## config.mk

```make
export PLATFORM = sky130hd
export DESIGN_NAME = apb_fabric
export DESIGN_NICKNAME = d
export VERILOG_FILES = /design/src/rtl/apb_fabric_pkg.sv /design/src/rtl/apb_fabric_decode.sv /design/src/rtl/apb_fabric.sv
export SDC_FILE = /design/constraint.sdc
export NUM_CORES = 1
export LEC_CHECK = 0
export CAP_MARGIN = 40
export CORE_MARGIN = 2
export CORE_UTILIZATION = 44
export CTS_BUF_LIST = sky130_fd_sc_hd__clkbuf_4
export CTS_CLUSTER_DIAMETER = 150
export DETAILED_ROUTE_END_ITERATION = 8
export PLACE_DENSITY = 0.82
export SLEW_MARGIN = 20
export SYNTH_ARGS = -nofsm -noshare
export SYNTH_HDL_FRONTEND = slang
export SYNTH_HIERARCHICAL = 1
export SYNTH_SLANG_ARGS = --single-unit
```

## constraint.sdc

```tcl
create_clock -name clk -period 7.03 [get_ports clk]
set_clock_uncertainty 0.2 [all_clocks]
set_input_delay 1.406 -clock clk [delete_from_list [all_inputs] [get_ports clk]]
set_output_delay 1.406 -clock clk [all_outputs]
set_load 0.05 [all_outputs]
```

## src/rtl/apb_fabric_pkg.sv

```systemverilog
// Shared types and constants for the APB 1-to-N fabric.
// Imported by the fabric top and its address decoder.
package apb_fabric_pkg;

    typedef enum logic [1:0] {
        IDLE,
        D_SETUP,
        D_ACCESS,
        RESP
    } state_t;

    // Select-field value that never maps to a slave; slave k answers to field k+1.
    localparam int unsigned UNMAPPED_FIELD = 0;

endpackage

```

## src/rtl/apb_fabric_decode.sv

```systemverilog
// Slave-select decoder: maps the address select field to a slave index.
// Field values 1..NSLV hit slaves 0..NSLV-1; anything else is unmapped.
module apb_fabric_decode
    import apb_fabric_pkg::*;
#(
    parameter int unsigned NSLV  = 6,
    parameter int unsigned SEL_W = 3
) (
    input  logic [SEL_W-1:0] field,
    output logic             hit,
    output logic [SEL_W-1:0] idx
);

    localparam logic [SEL_W:0] LAST_FIELD = NSLV[SEL_W:0];

    always_comb begin
        hit = (field != SEL_W'(UNMAPPED_FIELD)) && ({1'b0, field} <= LAST_FIELD);
        idx = hit ? (field - 1'b1) : '0;
    end

endmodule

```

## src/rtl/apb_fabric.sv

```systemverilog
// Registered APB 1-to-NSLV fabric with unmapped-address error response
// and a PREADY timeout watchdog; all outputs come straight from flops.
module apb_fabric
    import apb_fabric_pkg::*;
#(
    parameter int unsigned NSLV    = 6,
    parameter int unsigned AW      = 20,
    parameter int unsigned DW      = 32,
    parameter int unsigned SEL_LSB = 13,
    parameter int unsigned SEL_W   = 3,
    parameter int unsigned TIMEOUT = 256
) (
    input  logic               clk,
    input  logic               rst,
    input  logic [AW-1:0]      paddr_i,
    input  logic               pwrite_i,
    input  logic               psel_i,
    input  logic               penable_i,
    input  logic [DW-1:0]      pwdata_i,
    output logic               pready_o,
    output logic [DW-1:0]      prdata_o,
    output logic               pslverr_o,
    output logic [NSLV-1:0]    psel_o,
    output logic               penable_o,
    output logic               pwrite_o,
    output logic [AW-1:0]      paddr_o,
    output logic [DW-1:0]      pwdata_o,
    input  logic [NSLV*DW-1:0] prdata_i,
    input  logic [NSLV-1:0]    pready_i,
    input  logic [NSLV-1:0]    pslverr_i
);

    localparam int unsigned CNT_W = (TIMEOUT > 0) ? $clog2(TIMEOUT + 1) : 1;

    state_t           state_q, state_n;
    logic [AW-1:0]    addr_q, addr_n;
    logic [DW-1:0]    wdata_q, wdata_n;
    logic             write_q, write_n;
    logic [SEL_W-1:0] idx_q, idx_n;
    logic [DW-1:0]    rdata_q, rdata_n;
    logic             err_q, err_n;
    logic [CNT_W-1:0] cnt_q, cnt_n;

    logic             dec_hit;
    logic [SEL_W-1:0] dec_idx;
    logic             sel_ready;
    logic             sel_err;
    logic [DW-1:0]    sel_rdata;
    logic             timeout_hit;

    logic [NSLV-1:0]  psel_n;
    logic             penable_n;
    logic             pwrite_n;
    logic [AW-1:0]    paddr_n;
    logic [DW-1:0]    pwdata_n;
    logic             pready_n;
    logic [DW-1:0]    prdata_n;
    logic             pslverr_n;

    // Bits at and above the select field are latched but never forwarded downstream.
    logic             unused_addr_hi;
    assign unused_addr_hi = ^addr_q[AW-1:SEL_LSB];

    apb_fabric_decode #(
        .NSLV  (NSLV),
        .SEL_W (SEL_W)
    ) u_decode (
        .field (paddr_i[SEL_LSB +: SEL_W]),
        .hit   (dec_hit),
        .idx   (dec_idx)
    );

    // Only the latched slave's handshake is looked at; the rest are ignored.
    always_comb begin
        sel_ready = 1'b0;
        sel_err   = 1'b0;
        sel_rdata = '0;
        for (int unsigned k = 0; k < NSLV; k++) begin
            if (idx_q == SEL_W'(k)) begin
                sel_ready = pready_i[k];
                sel_err   = pslverr_i[k];
                sel_rdata = prdata_i[k*DW +: DW];
            end
        end
    end

    assign timeout_hit = (TIMEOUT != 0) && (cnt_q == CNT_W'(TIMEOUT - 1));

    always_comb begin
        state_n = state_q;
        addr_n  = addr_q;
        wdata_n = wdata_q;
        write_n = write_q;
        idx_n   = idx_q;
        rdata_n = rdata_q;
        err_n   = err_q;
        cnt_n   = cnt_q;

        case (state_q)
            IDLE: begin
                if (psel_i && !penable_i) begin
                    addr_n  = paddr_i;
                    wdata_n = pwdata_i;
                    write_n = pwrite_i;
                    if (dec_hit) begin
                        idx_n   = dec_idx;
                        state_n = D_SETUP;
                    end else begin
                        idx_n   = '0;
                        rdata_n = '0;
                        err_n   = 1'b1;
                        state_n = RESP;
                    end
                end
            end
            D_SETUP: begin
                cnt_n   = '0;
                state_n = D_ACCESS;
            end
            D_ACCESS: begin
                if (cnt_q != '1) begin
                    cnt_n = cnt_q + 1'b1;
                end
                // A ready slave on the watchdog's last cycle still counts as a normal completion.
                if (sel_ready) begin
                    rdata_n = write_q ? '0 : sel_rdata;
                    err_n   = sel_err;
                    state_n = RESP;
                end else if (timeout_hit) begin
                    rdata_n = '0;
                    err_n   = 1'b1;
                    state_n = RESP;
                end
            end
            RESP: begin
                state_n = IDLE;
            end
            default: begin
                state_n = IDLE;
            end
        endcase
    end

    // Output flops are loaded from the next-state view so they line up with the state register.
    always_comb begin
        psel_n    = '0;
        penable_n = 1'b0;
        pwrite_n  = 1'b0;
        paddr_n   = '0;
        pwdata_n  = '0;
        pready_n  = 1'b0;
        prdata_n  = '0;
        pslverr_n = 1'b0;

        if (state_n == D_SETUP || state_n == D_ACCESS) begin
            for (int unsigned k = 0; k < NSLV; k++) begin
                psel_n[k] = (idx_n == SEL_W'(k));
            end
        end
        penable_n = (state_n == D_ACCESS);

        if (state_n != IDLE) begin
            pwrite_n = write_n;
            pwdata_n = wdata_n;
            for (int unsigned b = 0; b < AW; b++) begin
                paddr_n[b] = (b < SEL_LSB) ? addr_n[b] : 1'b0;
            end
        end

        if (state_n == RESP) begin
            pready_n  = 1'b1;
            prdata_n  = rdata_n;
            pslverr_n = err_n;
        end
    end

    always_ff @(posedge clk or posedge rst) begin
        if (rst) begin
            state_q   <= IDLE;
            addr_q    <= '0;
            wdata_q   <= '0;
            write_q   <= 1'b0;
            idx_q     <= '0;
            rdata_q   <= '0;
            err_q     <= 1'b0;
            cnt_q     <= '0;
            psel_o    <= '0;
            penable_o <= 1'b0;
            pwrite_o  <= 1'b0;
            paddr_o   <= '0;
            pwdata_o  <= '0;
            pready_o  <= 1'b0;
            prdata_o  <= '0;
            pslverr_o <= 1'b0;
        end else begin
            state_q   <= state_n;
            addr_q    <= addr_n;
            wdata_q   <= wdata_n;
            write_q   <= write_n;
            idx_q     <= idx_n;
            rdata_q   <= rdata_n;
            err_q     <= err_n;
            cnt_q     <= cnt_n;
            psel_o    <= psel_n;
            penable_o <= penable_n;
            pwrite_o  <= pwrite_n;
            paddr_o   <= paddr_n;
            pwdata_o  <= pwdata_n;
            pready_o  <= pready_n;
            prdata_o  <= prdata_n;
            pslverr_o <= pslverr_n;
        end
    end

endmodule

```

==> Word-level counts from Yosys, hierarchy flattened <==
Index checks and enable logic that the tools add are counted.
{ "word_totals": {"word_cells": 101, "input_bits": 261, "output_inout_bits": 94, "ff_bits": 187} }
{ "op_classes": {"n_reduce_logical": 11, "magnitude_cmp": 1, "add_sub_neg": 2, "eq_ne": 19, "n_mux": 52} }
{ "op_table": {"columns": ["cell", "count"], "rows": [
  ["two-way mux 32 bit", 15],
  ["case mux 32 bit (2 select lines)", 1],
  ["two-way mux 13 bit", 3],
  ["two-way mux 1 bit", 21],
  ["case mux 9 bit (2 select lines)", 1],
  ["equality test 3 x 2 -> 1 bit, second input constant", 4],
  ["equality test 3 bit, second input constant", 4],
  ["adder 9 x 1 -> 9 bit, second input constant", 1],
  ["equality test 9 x 8 -> 1 bit, second input constant", 1],
  ["two-way mux 3 bit", 3],
  ["two-way mux 9 bit", 1],
  ["inequality test 9 bit, second input constant", 1],
  ["equality test 2 bit, second input constant", 4],
  ["two-way mux 2 bit", 4],
  ["case mux 2 bit (4 select lines)", 1],
  ["equality test 3 x 1 -> 1 bit, second input constant", 2],
  ["logical NOT 3 bit", 2],
  ["two-way mux 6 bit", 1],
  ["equality test 2 x 1 -> 1 bit, second input constant", 2],
  ["nonzero test 2 bit", 2],
  ["<= comparator 3 bit, second input constant", 1],
  ["nonzero test 3 bit", 1],
  ["subtractor 3 x 1 -> 3 bit, second input constant", 1],
  ["logical AND 1 bit", 2],
  ["6 further kinds", 6]
]} }

==> Logic depth before layout (Yosys ltp) <==
Gate-level depths: netlist (run 1).
{ "depth": {"ltp_word": 12, "mapped_depth": 10, "ltp_nobuf": 10} }

==> Cells and area by module <==
The synthesis (run 1) kept the hierarchy.
{ "by_module_without_submodules": {"columns": ["mod", "instances", "area_per_inst_um2", "seq_area_each_um2", "cells_each"], "rows": [
  ["apb_fabric", 1, 8295.5, 4504.3, 654],
  ["apb_fabric_decode", 1, 100.1, 0.0, 14]
]} }

==> Worst setup path after synthesis (run 1) <==
OpenSTA, ideal clock, no wires.
{ "synth_timing": {"path_type": "input-to-reg", "startpoint": "input port paddr_i[13]", "endpoint": "register psel_o[2]", "required_ns": 6.758, "path_buffers": 0, "slack_ns": 3.347, "arrival_ns": 3.411, "stages": 10, "setup_ns": 0.072, "cell_sequence": "inv_1 ha_1 and3b_1 nor2_1 nor3b_1 a21oi_1 a21oi_1 ha_1 or3_1 nor2_1"} }
{ "synth_between": {"elab_chain_cells": 8, "word_cells_on_any_way": 15, "cone_classes": "1 x add/sub; 1 x order compare; 3 x eq/ne; 7 x mux; 3 x reduce/logical"} }
{ "synth_lines": {"columns": ["element", "line", "text"], "rows": [
  ["from (decl)", "apb_fabric.sv:15", "input logic [AW-1:0] paddr_i,"],
  ["<= comparator 3 bit or nonzero test 3 bit (tied branches)", "apb_fabric_decode.sv:17", "hit = (field != SEL_W'(UNMAPPED_FIELD)) && ({1'b0, field} <= LAST_FIELD);"],
  ["logical AND 1 bit (*)", "apb_fabric_decode.sv:17", null],
  ["net dec_hit", "apb_fabric.sv:44", "logic dec_hit;"],
  ["two-way mux 2 bit (*)", "apb_fabric.sv:105", "if (dec_hit) begin"],
  ["two-way mux 2 bit (*)", "apb_fabric.sv:101", "if (psel_i && !penable_i) begin"],
  ["case mux 2 bit (4 select lines) (*)", "apb_fabric.sv:99", "case (state_q)"],
  ["net state_n[1]", "apb_fabric.sv:35", "state_t state_q, state_n;"],
  ["equality test 2 x 1 -> 1 bit or equality test 2 bit (tied branches)", "apb_fabric.sv:155", "if (state_n == D_SETUP || state_n == D_ACCESS) begin"],
  ["logical OR 1 bit (*)", "apb_fabric.sv:155", null],
  ["two-way mux 6 bit (*)", "apb_fabric.sv:155", null],
  ["net psel_n[2]", "apb_fabric.sv:51", "logic [NSLV-1:0] psel_n;"],
  ["to (signal assigned)", "apb_fabric.sv:204", "psel_o <= psel_n;"],
  ["to (decl)", "apb_fabric.sv:23", "output logic [NSLV-1:0] psel_o,"]
]} }
Mark *: on every way through the listed nets, which the timed path passes. The rest lies on a longest branch.
A chain may end at the register's enable or synchronous reset.

==> Worst setup path after layout (run 1) <==
{ "layout_timing": {"startpoint": "input port paddr_i[13]", "endpoint": "register pslverr_o"} }
{ "layout_between": {"elab_chain_cells": 7, "word_cells_on_any_way": 11, "cone_classes": "1 x order compare; 1 x eq/ne; 7 x mux; 2 x reduce/logical"} }
{ "layout_lines": {"columns": ["element", "line", "text"], "rows": [
  ["<= comparator 3 bit or nonzero test 3 bit (tied branches)", "apb_fabric_decode.sv:17", null],
  ["logical AND 1 bit (*)", "apb_fabric_decode.sv:17", null],
  ["net dec_hit", "apb_fabric.sv:44", null],
  ["two-way mux 2 bit (*)", "apb_fabric.sv:105", null],
  ["two-way mux 2 bit (*)", "apb_fabric.sv:101", null],
  ["case mux 2 bit (4 select lines) (*)", "apb_fabric.sv:99", null],
  ["net state_n[1]", "apb_fabric.sv:35", null],
  ["equality test 2 bit (*)", "apb_fabric.sv:170", "if (state_n == RESP) begin"],
  ["two-way mux 1 bit (*)", "apb_fabric.sv:170", null],
  ["net pslverr_n", "apb_fabric.sv:58", "logic pslverr_n;"],
  ["to (signal assigned)", "apb_fabric.sv:211", "pslverr_o <= pslverr_n;"],
  ["to (decl)", "apb_fabric.sv:22", "output logic pslverr_o,"]
]} }
Marked as above.

==> run metrics, run 1 <==
Hold-fix buffers, CTS 0; CTS Buffer Depth 2; CP arrival 4.44 ns; met3 WL post-DR 1.738 mm; CTS tree done; Final min period 4.170 ns; PD cells 402.8 nW/um^2; critical path class in2reg; setup_tns 0 ns; post-CTS sizing 0; first-pass detailed-route iteration total 4; Synth top area share 53.65%; sequential area share after synthesis 53.65%; DRT iter0 DRCs 382; clk sink count 180; critical path fanouts, max 21; gp weighted congestion 0.8349; clk root buf clkbuf_4; Yosys cell types 50; wire length on met2 12.76 mm; RSZ-0062 raised after global routing no; num rows 50; Vias 6486; post-DP HPWL 18.77 mm; Die ar. 20200 sq um; non-filler cells, final 1249; clk slew on worst S/H paths 0.15 ns; crit start category primary input; top post-synthesis cells by area dfrtp_1 (54%), mux2_2 (10%), mux4_2 (8.9%); largest net degree at the start of global routing 83; Yosys Warn Count 6; DRT Wirelength 24.50 mm; Hold Crit Class reg2reg; R2R depth 7; uppermost routed layer met4; die outline width 142.1 microns; Fin Hold WS 0.2894 ns; WHS Path Cells 2; routed length per instance 19.62 microns; # H-tree levels 4; flops & latches, synth 180; leading cell type in the layout, fill and taps excluded clkdlybuf4s50_1; Final ANT Viol Nets 0; Max Slew Vio Count 0; first-pass GRT wire length 36.89 mm; Crit path depth 11; Synth Flop Type dfrtp_1; DR vias/cell 5.193; number of global-route vias before repair 6779; Largest delay share family, worst path compound AO/OA/AOI/OAI gates; dpl cells 1215; initial antenna violation count 2; DRT met1 WL 9.163 mm; relative slew slack 49.72%; crit path cell chain clkdlybuf4s50_1 > inv_1 > ha_1 > and3b_1 > nor2_1 > nor3b_1 > a21oi_1 > a21oi_1 > o311ai_4 > buf_4 > a311oi_1; IO Count 355; pin slew with the least headroom to its limit 0.7524 ns; Leak Pwr 5.218 nW; Port Buf Inserts 343; core footprint 18710 sq um; slowest cell delay on critical path 0.51 ns; clock insertion delay at the later pin of the skew report 0.56 ns; final hold violations 0; Mapped Area 8396 sq um; status finished, final reports clean; Max-cap violations 0; Gate Count Post-Synth 668; CP Buf/Inv Count 3; post-synth top area cell dfrtp_1; post-synthesis async set-or-reset flop share 100.0%; Setup Viol. Count Final 0; Overall Global Routing Usage 24.31%; final worst path period share 59.32%; P&R area growth vs syn 46.21%; Max IR drop VDD 0.2834 mV; Worst EP required 7.30 ns; Overflow after GRT 0; layout cells sized above 1 16.88%; die extent in y 142.1 microns; CP max stage cell a21oi_1; synthesized area per cell 12.57 sq um; cell mode on critical path a21oi_1; CTS Buf Count 17; most frequent cells in the layout clkdlybuf4s50_1 (343), dfrtp_1 (178), mux2_2 (78); CP endpoint kind register; fin nets 1271; Initial Util 44.88%; post-route DRC violation count 0; Achievable Freq 239.8 MHz; Post-CTS Repair Setup Buffers 0; Post-synth EDFFs 0
[cell families (layout without fill, tap and decap cells)]
group | count (synthesis) | after routing | synth area share (%)
flops | 180 | 180 | 53.65
fa+ha+maj | 10 | 10 | 1.490
xor+xnor | 6 | 6 | 0.6260
compound gates | 97 | 97 | 7.973
simple gates | 196 | 196 | 12.12
other cells | 1 | 9 | 0.04467
buf+inv | 62 | 401 | 4.068
mux | 116 | 116 | 20.03
[per-layer routing]
| metal | GRT usage (%) | up-vias |
|---|---|---|
| met5 | 0 | - |
| met4 | 10.42 | 0 |
| met3 | 5.754 | 45 |
| met2 | 42.56 | 250 |
| met1 | 28.66 | 3187 |
| li1 | - | 3004 |
[where the power goes]
group / total, mW / internal [mW] / switching [mW]
clock network: 0.534 / 0.157 / 0.377
logic: 2.80 / 1.14 / 1.66
registers: 1.61 / 1.44 / 0.171
[final timing paths]
path	start	to	slack (ns)
min in group asynchronous	rst	pwdata_o[21]	1.00
max	paddr_i[13]	pslverr_o	2.86
min reg2reg	rdata_q[30]	rdata_q[30]	0.29
max in group asynchronous	rst	idx_q[0]	4.49
min	rdata_q[30]	rdata_q[30]	0.29
max reg2reg	idx_q[0]	pslverr_o	3.53
[through the flow]
stage          setup WS, ns  total power [mW]  instance area (sq um)  util, %
6_report              2.860             4.945                  12280    65.63
5_1_grt               2.701             5.253                  12280    65.63
4_1_cts               2.936             5.001                  12270    65.60
3_5_place_dp          2.327             4.467                  12010    64.22
3_3_place_gp          2.338             4.376                  11930    63.79
2_1_floorplan        0.5370             3.574                   8418        -
[Yosys cell counts (2+ instances only)]
library cell,count
nand3_1,4
mux2i_1,3
buf_4,10
o22ai_1,2
mux2_4,2
xnor2_1,3
nand2_1,73
o31ai_1,4
or3_1,2
or2_1,30
clkbuf_1,20
ha_1,10
a21oi_1,39
nand4_1,2
a31o_2,4
dfrtp_1,180
nor2b_1,50
mux4_2,33
nor3_1,4
inv_1,15
mux2_2,78
o21ai_0,2
buf_2,9
nand2b_1,5
a22oi_1,32
buf_6,8
a31oi_1,2
nor3b_1,3
xor2_1,3
nor2_1,14
or2_2,3
[worst min-delay path, stage by stage (launching register included)]
cell	delay, ns
dfrtp_1	0.35
nand2_1	0.06
nand2_1	0.06
[state kept, by name, indices dropped and copies added (netlist names)]
name / count
prdata_o: 32
state_q: 2
idx_q: 3
wdata_q: 32
pslverr_o: 1
pwrite_o: 1
penable_o: 1
pready_o: 1
addr_q: 13
err_q: 1
paddr_o: 13
cnt_q: 9
rdata_q: 32
pwdata_o: 32
psel_o: 6
write_q: 1
[cell type report]
cell class                      instances  area [sq um]
Fill cell                            1470          6430
Sequential cell                       180          4509
Multi-Input combinational cell        432          3582
Timing Repair Buffer                  354          3567
Tap cell                              234         292.8
Clock buffer                           18         135.1
Clock inverter                         14         122.6
Inverter                               15         61.31
Antenna cell                            2         5.005
No activity file was read; power rests on OpenSTA's default activity.
==> run 2: changes to the inputs <==
==> constraint.sdc (replaced) <==
create_clock -name clk -period 4.2 [get_ports clk]
set_clock_uncertainty 0.2 [all_clocks]
set_input_delay 0.84 -clock clk [delete_from_list [all_inputs] [get_ports clk]]
set_output_delay 0.84 -clock clk [all_outputs]
set_load 0.05 [all_outputs]
==> run 2 against run 1 <==
  * Clock power increased by 80%
  * Routed wire length decreased by 0.35%
  * Clock-buffer cell count increased by 1
  * Sequential share of layout area decreased by 0.079 points
  * Via count increased by 0.80%
  * Utilization increased by 0.14 points
  * Largest power group unchanged
==> run metrics, run 2 (synthesis gave the netlist of run 1 again) <==
status finished, final reports clean; pin slew with the least headroom to its limit 0.9693 ns (+0.2169 ns); gp weighted congestion 0.8321 (-0.34%); number of global-route vias before repair 6693 (-1.3%); Post-Route Utilization 65.77% (+0.14 points); CP max stage cell clkdlybuf4s50_1; Overflow after GRT 0 (unchanged); final hold violations 0 (unchanged); Finished Cell Area 12300 sq um (+0.21%); Hold Crit Class reg2reg; Achievable Freq 322.1 MHz; DRT iter0 DRCs 326 (-15%); Hold-fix buffers, CTS 0 (unchanged); fin nets 1273 (+0.16%); CTS Buf Count 17 (unchanged); Overall Global Routing Usage 24.19% (-0.12 points); Vias 6538 (+0.80%); core footprint 18710 sq um (unchanged); crit start category primary input; clock insertion delay at the later pin of the skew report 0.57 ns (about the same); Leak Pwr 5.230 nW (+0.22%); final worst slack 1.096 ns (-1.764 ns); clk root buf clkbuf_4; DRT Wirelength 24.42 mm (-0.35%); pre-CTS setup slack 0.6015 ns (-1.725 ns); slowest cell delay on critical path 0.49 ns (-0.02 ns); CP endpoint kind register; Initial Util 44.88% (unchanged); DR vias/cell 5.230 (+0.72%); critical path class in2reg; Max-cap violations 0 (unchanged); clk sink count 180 (unchanged); CTS tree done; most frequent cells in the layout clkdlybuf4s50_1 (343), dfrtp_1 (178), mux2_2 (78); post-CTS sizing 0 (unchanged); Pwr Total 8.399 mW (+70%); CTS Buffer Depth 2 (unchanged); Final ANT Viol Nets 0 (unchanged); leading cell type in the layout, fill and taps excluded clkdlybuf4s50_1; # H-tree levels 4 (unchanged); layout cells sized above 1 17.24% (+0.36 points); Max IR drop VDD 0.4170 mV (+47%); CP arrival 3.37 ns (-1.07 ns); IO Count 355 (unchanged); die outline width 142.1 microns (unchanged); die extent in y 142.1 microns (unchanged); first-pass GRT wire length 36.80 mm (-0.26%); P&R area growth vs syn 46.53%; RSZ-0062 raised after global routing no; Setup Viol. Count Final 0 (unchanged); setup_tns 0 ns (unchanged); non-filler cells, final 1250 (+0.080%); first-pass detailed-route iteration total 5 (+1); crit path cell chain clkdlybuf4s50_1 > inv_1 > ha_1 > and3b_1 > nor2_1 > nor3b_1 > a21oi_1 > a21oi_1 > buf_4 > o311ai_4 > buf_4 > a311oi_1; num rows 50 (unchanged); post-route DRC violation count 0 (unchanged); Port Buf Inserts 343 (unchanged); PD cells 682.8 nW/um^2 (+69%); Worst EP required 4.46 ns (-2.84 ns); final worst path period share 73.91%; Max Slew Vio Count 0 (unchanged); clk slew on worst S/H paths 0.14 ns (about the same); Cell Area, Placed 12010 sq um (unchanged); largest net degree at the start of global routing 181 (+120%); Post-CTS Repair Setup Buffers 0 (unchanged); routed length per instance 19.53 microns (-0.43%); critical path fanouts, max 19 (-9.5%); Final min period 3.104 ns; relative slew slack 35.38% (-14 points); dpl cells 1217 (+0.16%); initial antenna violation count 2 (unchanged); Die ar. 20200 sq um (unchanged); post-DP HPWL 18.17 mm (-3.2%); Fin Hold WS 0.2856 ns (-0.003792 ns)
[run 2: cell count changes in the layout (fill, tap and decap cells not counted), moves of 2 or more]
cell        before  now
buf_12           0    3
buf_16           2    0
buf_4            7   10
clkinv_1         2    0
clkinv_2         0    2
clkinv_4         6    2
clkinv_8         0    2
clkinvlp_4       0    2
inv_8            4    1
[run 2: layer usage]
metal	part of all wire, %	GRT usage, %	up-vias
li1	-	-	3008
met3	7.4	6.359	52
met1	38	28.30	3233
met2	50	41.60	245
met4	4.0	11.47	0
met5	0	0	-
[run 2: area by class of cell]
class                   count  area, sq um
clock buffers              19        142.6
flip-flops and latches    180         4509
clock inverters            13        143.9
multi-input cells         432         3582
well taps                 234        292.8
inverters                  15        60.06
repair buffers            356         3568
diodes                      1        2.502
fillers                  1445         6404
[run 2: final timing paths]
path | startpoint | endpoint | slack, ns | cells after the start
worst max-delay path | paddr_i[13] | pslverr_o | 1.10 | 12
worst min-delay path | rdata_q[10] | rdata_q[10] | 0.29 | 2
worst max register to register | idx_q[0] | psel_o[3] | 1.32 | 7
worst min register to register | rdata_q[10] | rdata_q[10] | 0.29 | 2
max in group asynchronous | rst | idx_q[0] | 2.33 | 3
min in group asynchronous | rst | wdata_q[20] | 0.63 | 3
[run 2: where the power goes]
group / total, mW / internal, mW / switching, mW
logic: 4.73 / 1.94 / 2.79
registers: 2.71 / 2.41 / 0.295
clock network: 0.961 / 0.328 / 0.633
[run 2: worst max-delay path: cells and delay by family]
kind            cells  cell delay [ns]
fa+ha+maj           1             0.20
compound gates      4             0.62
simple gates        3             0.71
buf+inv             4             1.00
==> run 3: changes to the inputs <==
--- a/config.mk
+++ b/config.mk
@@ -7,11 +7,11 @@
 export LEC_CHECK = 0
 export CAP_MARGIN = 40
 export CORE_MARGIN = 2
-export CORE_UTILIZATION = 44
+export CORE_UTILIZATION = 40
 export CTS_BUF_LIST = sky130_fd_sc_hd__clkbuf_4
 export CTS_CLUSTER_DIAMETER = 150
 export DETAILED_ROUTE_END_ITERATION = 8
-export PLACE_DENSITY = 0.82
+export PLACE_DENSITY = 0.79
 export SLEW_MARGIN = 20
 export SYNTH_ARGS = -nofsm -noshare
 export SYNTH_HDL_FRONTEND = slang
==> constraint.sdc (replaced) <==
create_clock -name clk -period 2.5 [get_ports clk]
set_clock_uncertainty 0.2 [all_clocks]
set_input_delay 0.5 -clock clk [delete_from_list [all_inputs] [get_ports clk]]
set_output_delay 0.5 -clock clk [all_outputs]
set_load 0.05 [all_outputs]
==> run 3 against run 2 <==
  * Hold slack worse by 0.21 ns
  * Combinational power up 79%
  * Register-to-register slack worse by 1.2 ns
  * Utilization down 2.6 points
  * Flip-flop and latch count unchanged
  * Critical path type unchanged
  * Via count up 1.6%
  * Clock power up 76%
  * Critical path depth up 1
  * Die area up 9.7%
  * Routed wire length up 4.1%
  * First-iteration DRC count down 30%
==> run metrics, run 3 (synthesis gave the netlist of run 1 again) <==
clk root buf clkbuf_4; Initial Util 41.10% (-3.8 points); slowest cell delay on critical path 0.49 ns (about the same); r2r setup slk 0.09 ns (-1.23 ns); Pwr Total 14.59 mW (+74%); DRT Wirelength 25.42 mm (+4.1%); Port Buf Inserts 343 (unchanged); Max-cap violations 0 (unchanged); largest net degree at the start of global routing 59 (-67%); clock insertion delay at the later pin of the skew report 0.55 ns (-0.02 ns); final worst slack 0.05663 ns (-1.039 ns); IO Count 355 (unchanged); Vias 6642 (+1.6%); CP Buf/Inv Count 5 (+1); CP arrival 2.72 ns (-0.65 ns); CTS Buf Count 17 (unchanged); CTS Buffer Depth 2 (unchanged); Crit path depth 13 (+1); reg-to-reg critical path startpoint idx_q[2]; R2R depth 7 (unchanged); number of global-route vias before repair 7149 (+6.8%); layout cells sized above 1 20.59% (+3.3 points); Max Slew Vio Count 0 (unchanged); pre-CTS setup slack -0.5175 ns (-1.119 ns); Achievable Freq 409.3 MHz; Post-Route Utilization 63.17% (-2.6 points); crit path cell chain clkdlybuf4s50_1 > inv_2 > ha_4 > and3b_2 > nor2_4 > nor3b_2 > a21oi_1 > a21oi_2 > buf_4 > buf_4 > o311ai_4 > buf_12 > a21oi_1; CP max stage cell clkdlybuf4s50_1; Overall Global Routing Usage 22.70% (-1.5 points); clk sink count 180 (unchanged); CP endpoint kind register; Setup Viol. Count Final 0 (unchanged); Critical path origin paddr_i[13]; initial antenna violation count 1 (-1); Leak Pwr 6.464 nW (+24%); gp weighted congestion 0.8516 (+2.3%); fin nets 1307 (+2.7%); final hold violations 0 (unchanged); Fin Hold WS 0.07068 ns (-0.2149 ns); uppermost routed layer met4; filler instances 1628 (+13%); Final min period 2.443 ns; die extent in y 148.9 microns (+4.7%); wire length on met2 13.16 mm (+7.1%); critical path class in2reg; first-pass detailed-route iteration total 4 (-1); leading cell type in the layout, fill and taps excluded clkdlybuf4s50_1; setup_tns 0 ns (unchanged); crit path to prdata_o[21]; Worst EP required 2.78 ns (-1.68 ns); pin slew with the least headroom to its limit 0.5876 ns (-0.3817 ns); PD cells 1130 nW/um^2 (+66%); final worst path period share 97.73%; clk slew on worst S/H paths 0.15 ns (about the same); Hold Crit Class in2async; relative slew slack 60.76% (+25 points); critical path fanouts, max 23 (+4); Largest delay share family, worst path buffers and inverters; Hold-fix buffers, CTS 0 (unchanged); most frequent cells in the layout clkdlybuf4s50_1 (259), dfrtp_1 (178), mux2_2 (78); crit start category primary input; CTS tree done; die outline width 148.9 microns (+4.7%); status finished, final reports clean; met3 WL post-DR 1.712 mm (-4.7%); core footprint 20430 sq um (+9.2%); Overflow after GRT 0 (unchanged); Max IR drop VDD 0.6475 mV (+55%); post-DP HPWL 19.44 mm (+7.0%); first-pass GRT wire length 38.56 mm (+4.8%); DRT iter0 DRCs 227 (-30%); post-route DRC violation count 0 (unchanged); P&R area growth vs syn 53.73%; DRT met1 WL 9.724 mm (+4.1%); DR vias/cell 5.028 (-3.9%); Die ar. 22160 sq um (+9.7%); routed length per instance 19.24 microns (-1.5%); Final ANT Viol Nets 0 (unchanged); num rows 52 (+4.0%); # H-tree levels 4 (unchanged); Worst R2R End psel_o[2]
run 3: worst min-delay path by stage:
stage                     slack, ns          end
final                          0.07    addr_q[1]
after global routing           0.04  rdata_q[27]
after CTS                      0.03    addr_q[1]
after detailed placement       0.25   rdata_q[4]
after global placement         0.24   rdata_q[4]
after floorplan                0.23   rdata_q[4]
run 3: power by group:
part | internal [mW] | switching, mW
Sequential | 4.05 | 0.360
Clock | 0.627 | 1.07
Combinational | 3.56 | 4.92
Total | 8.24 | 6.35
run 3: cell type report:
| class | count | area [sq um] | share of cell area [%] |
|---|---|---|---|
| diodes | 2 | 5.005 | 0.03878 |
| flip-flops and latches | 180 | 4509 | 34.94 |
| clock buffers | 17 | 127.6 | 0.9889 |
| well taps | 270 | 337.8 | 2.618 |
| repair buffers | 390 | 4079 | 31.60 |
| inverters | 15 | 60.06 | 0.4653 |
| multi-input cells | 432 | 3617 | 28.03 |
| clock inverters | 15 | 170.2 | 1.318 |
run 3: metal layers:
metal  vias up  track usage, %
li1       3078               -
met1      3274           26.57
met2       246           40.90
met3        44           5.535
met4         0           7.667
met5         -               0
run 3: metrics by stage:
| stage | instances | cell area, sq um |
|---|---|---|
| final | 1321 | 12910 |
| after global routing | 1321 | 12910 |
| after CTS | 1318 | 12730 |
| after detailed placement | 1286 | 12460 |
| after global placement | 1286 | 12460 |
| after floorplan | 674 | 8452 |
run 3: what timing repair did:
action                                  in CTS  in global routing
setup buffers                                0                  1
resized for setup                           20                 64
pin swaps                                    0                  0
endpoints found under the setup margin      20                 66
run 3: worst register-to-register path: stages, from the launching register on:
cell and delay (ns):
dfrtp_1 0.45, mux2_4 0.33, o221ai_2 0.21, a21oi_2 0.10, o31ai_2 0.29, ha_1 0.29, or3_1 0.37, nor2_1 0.11
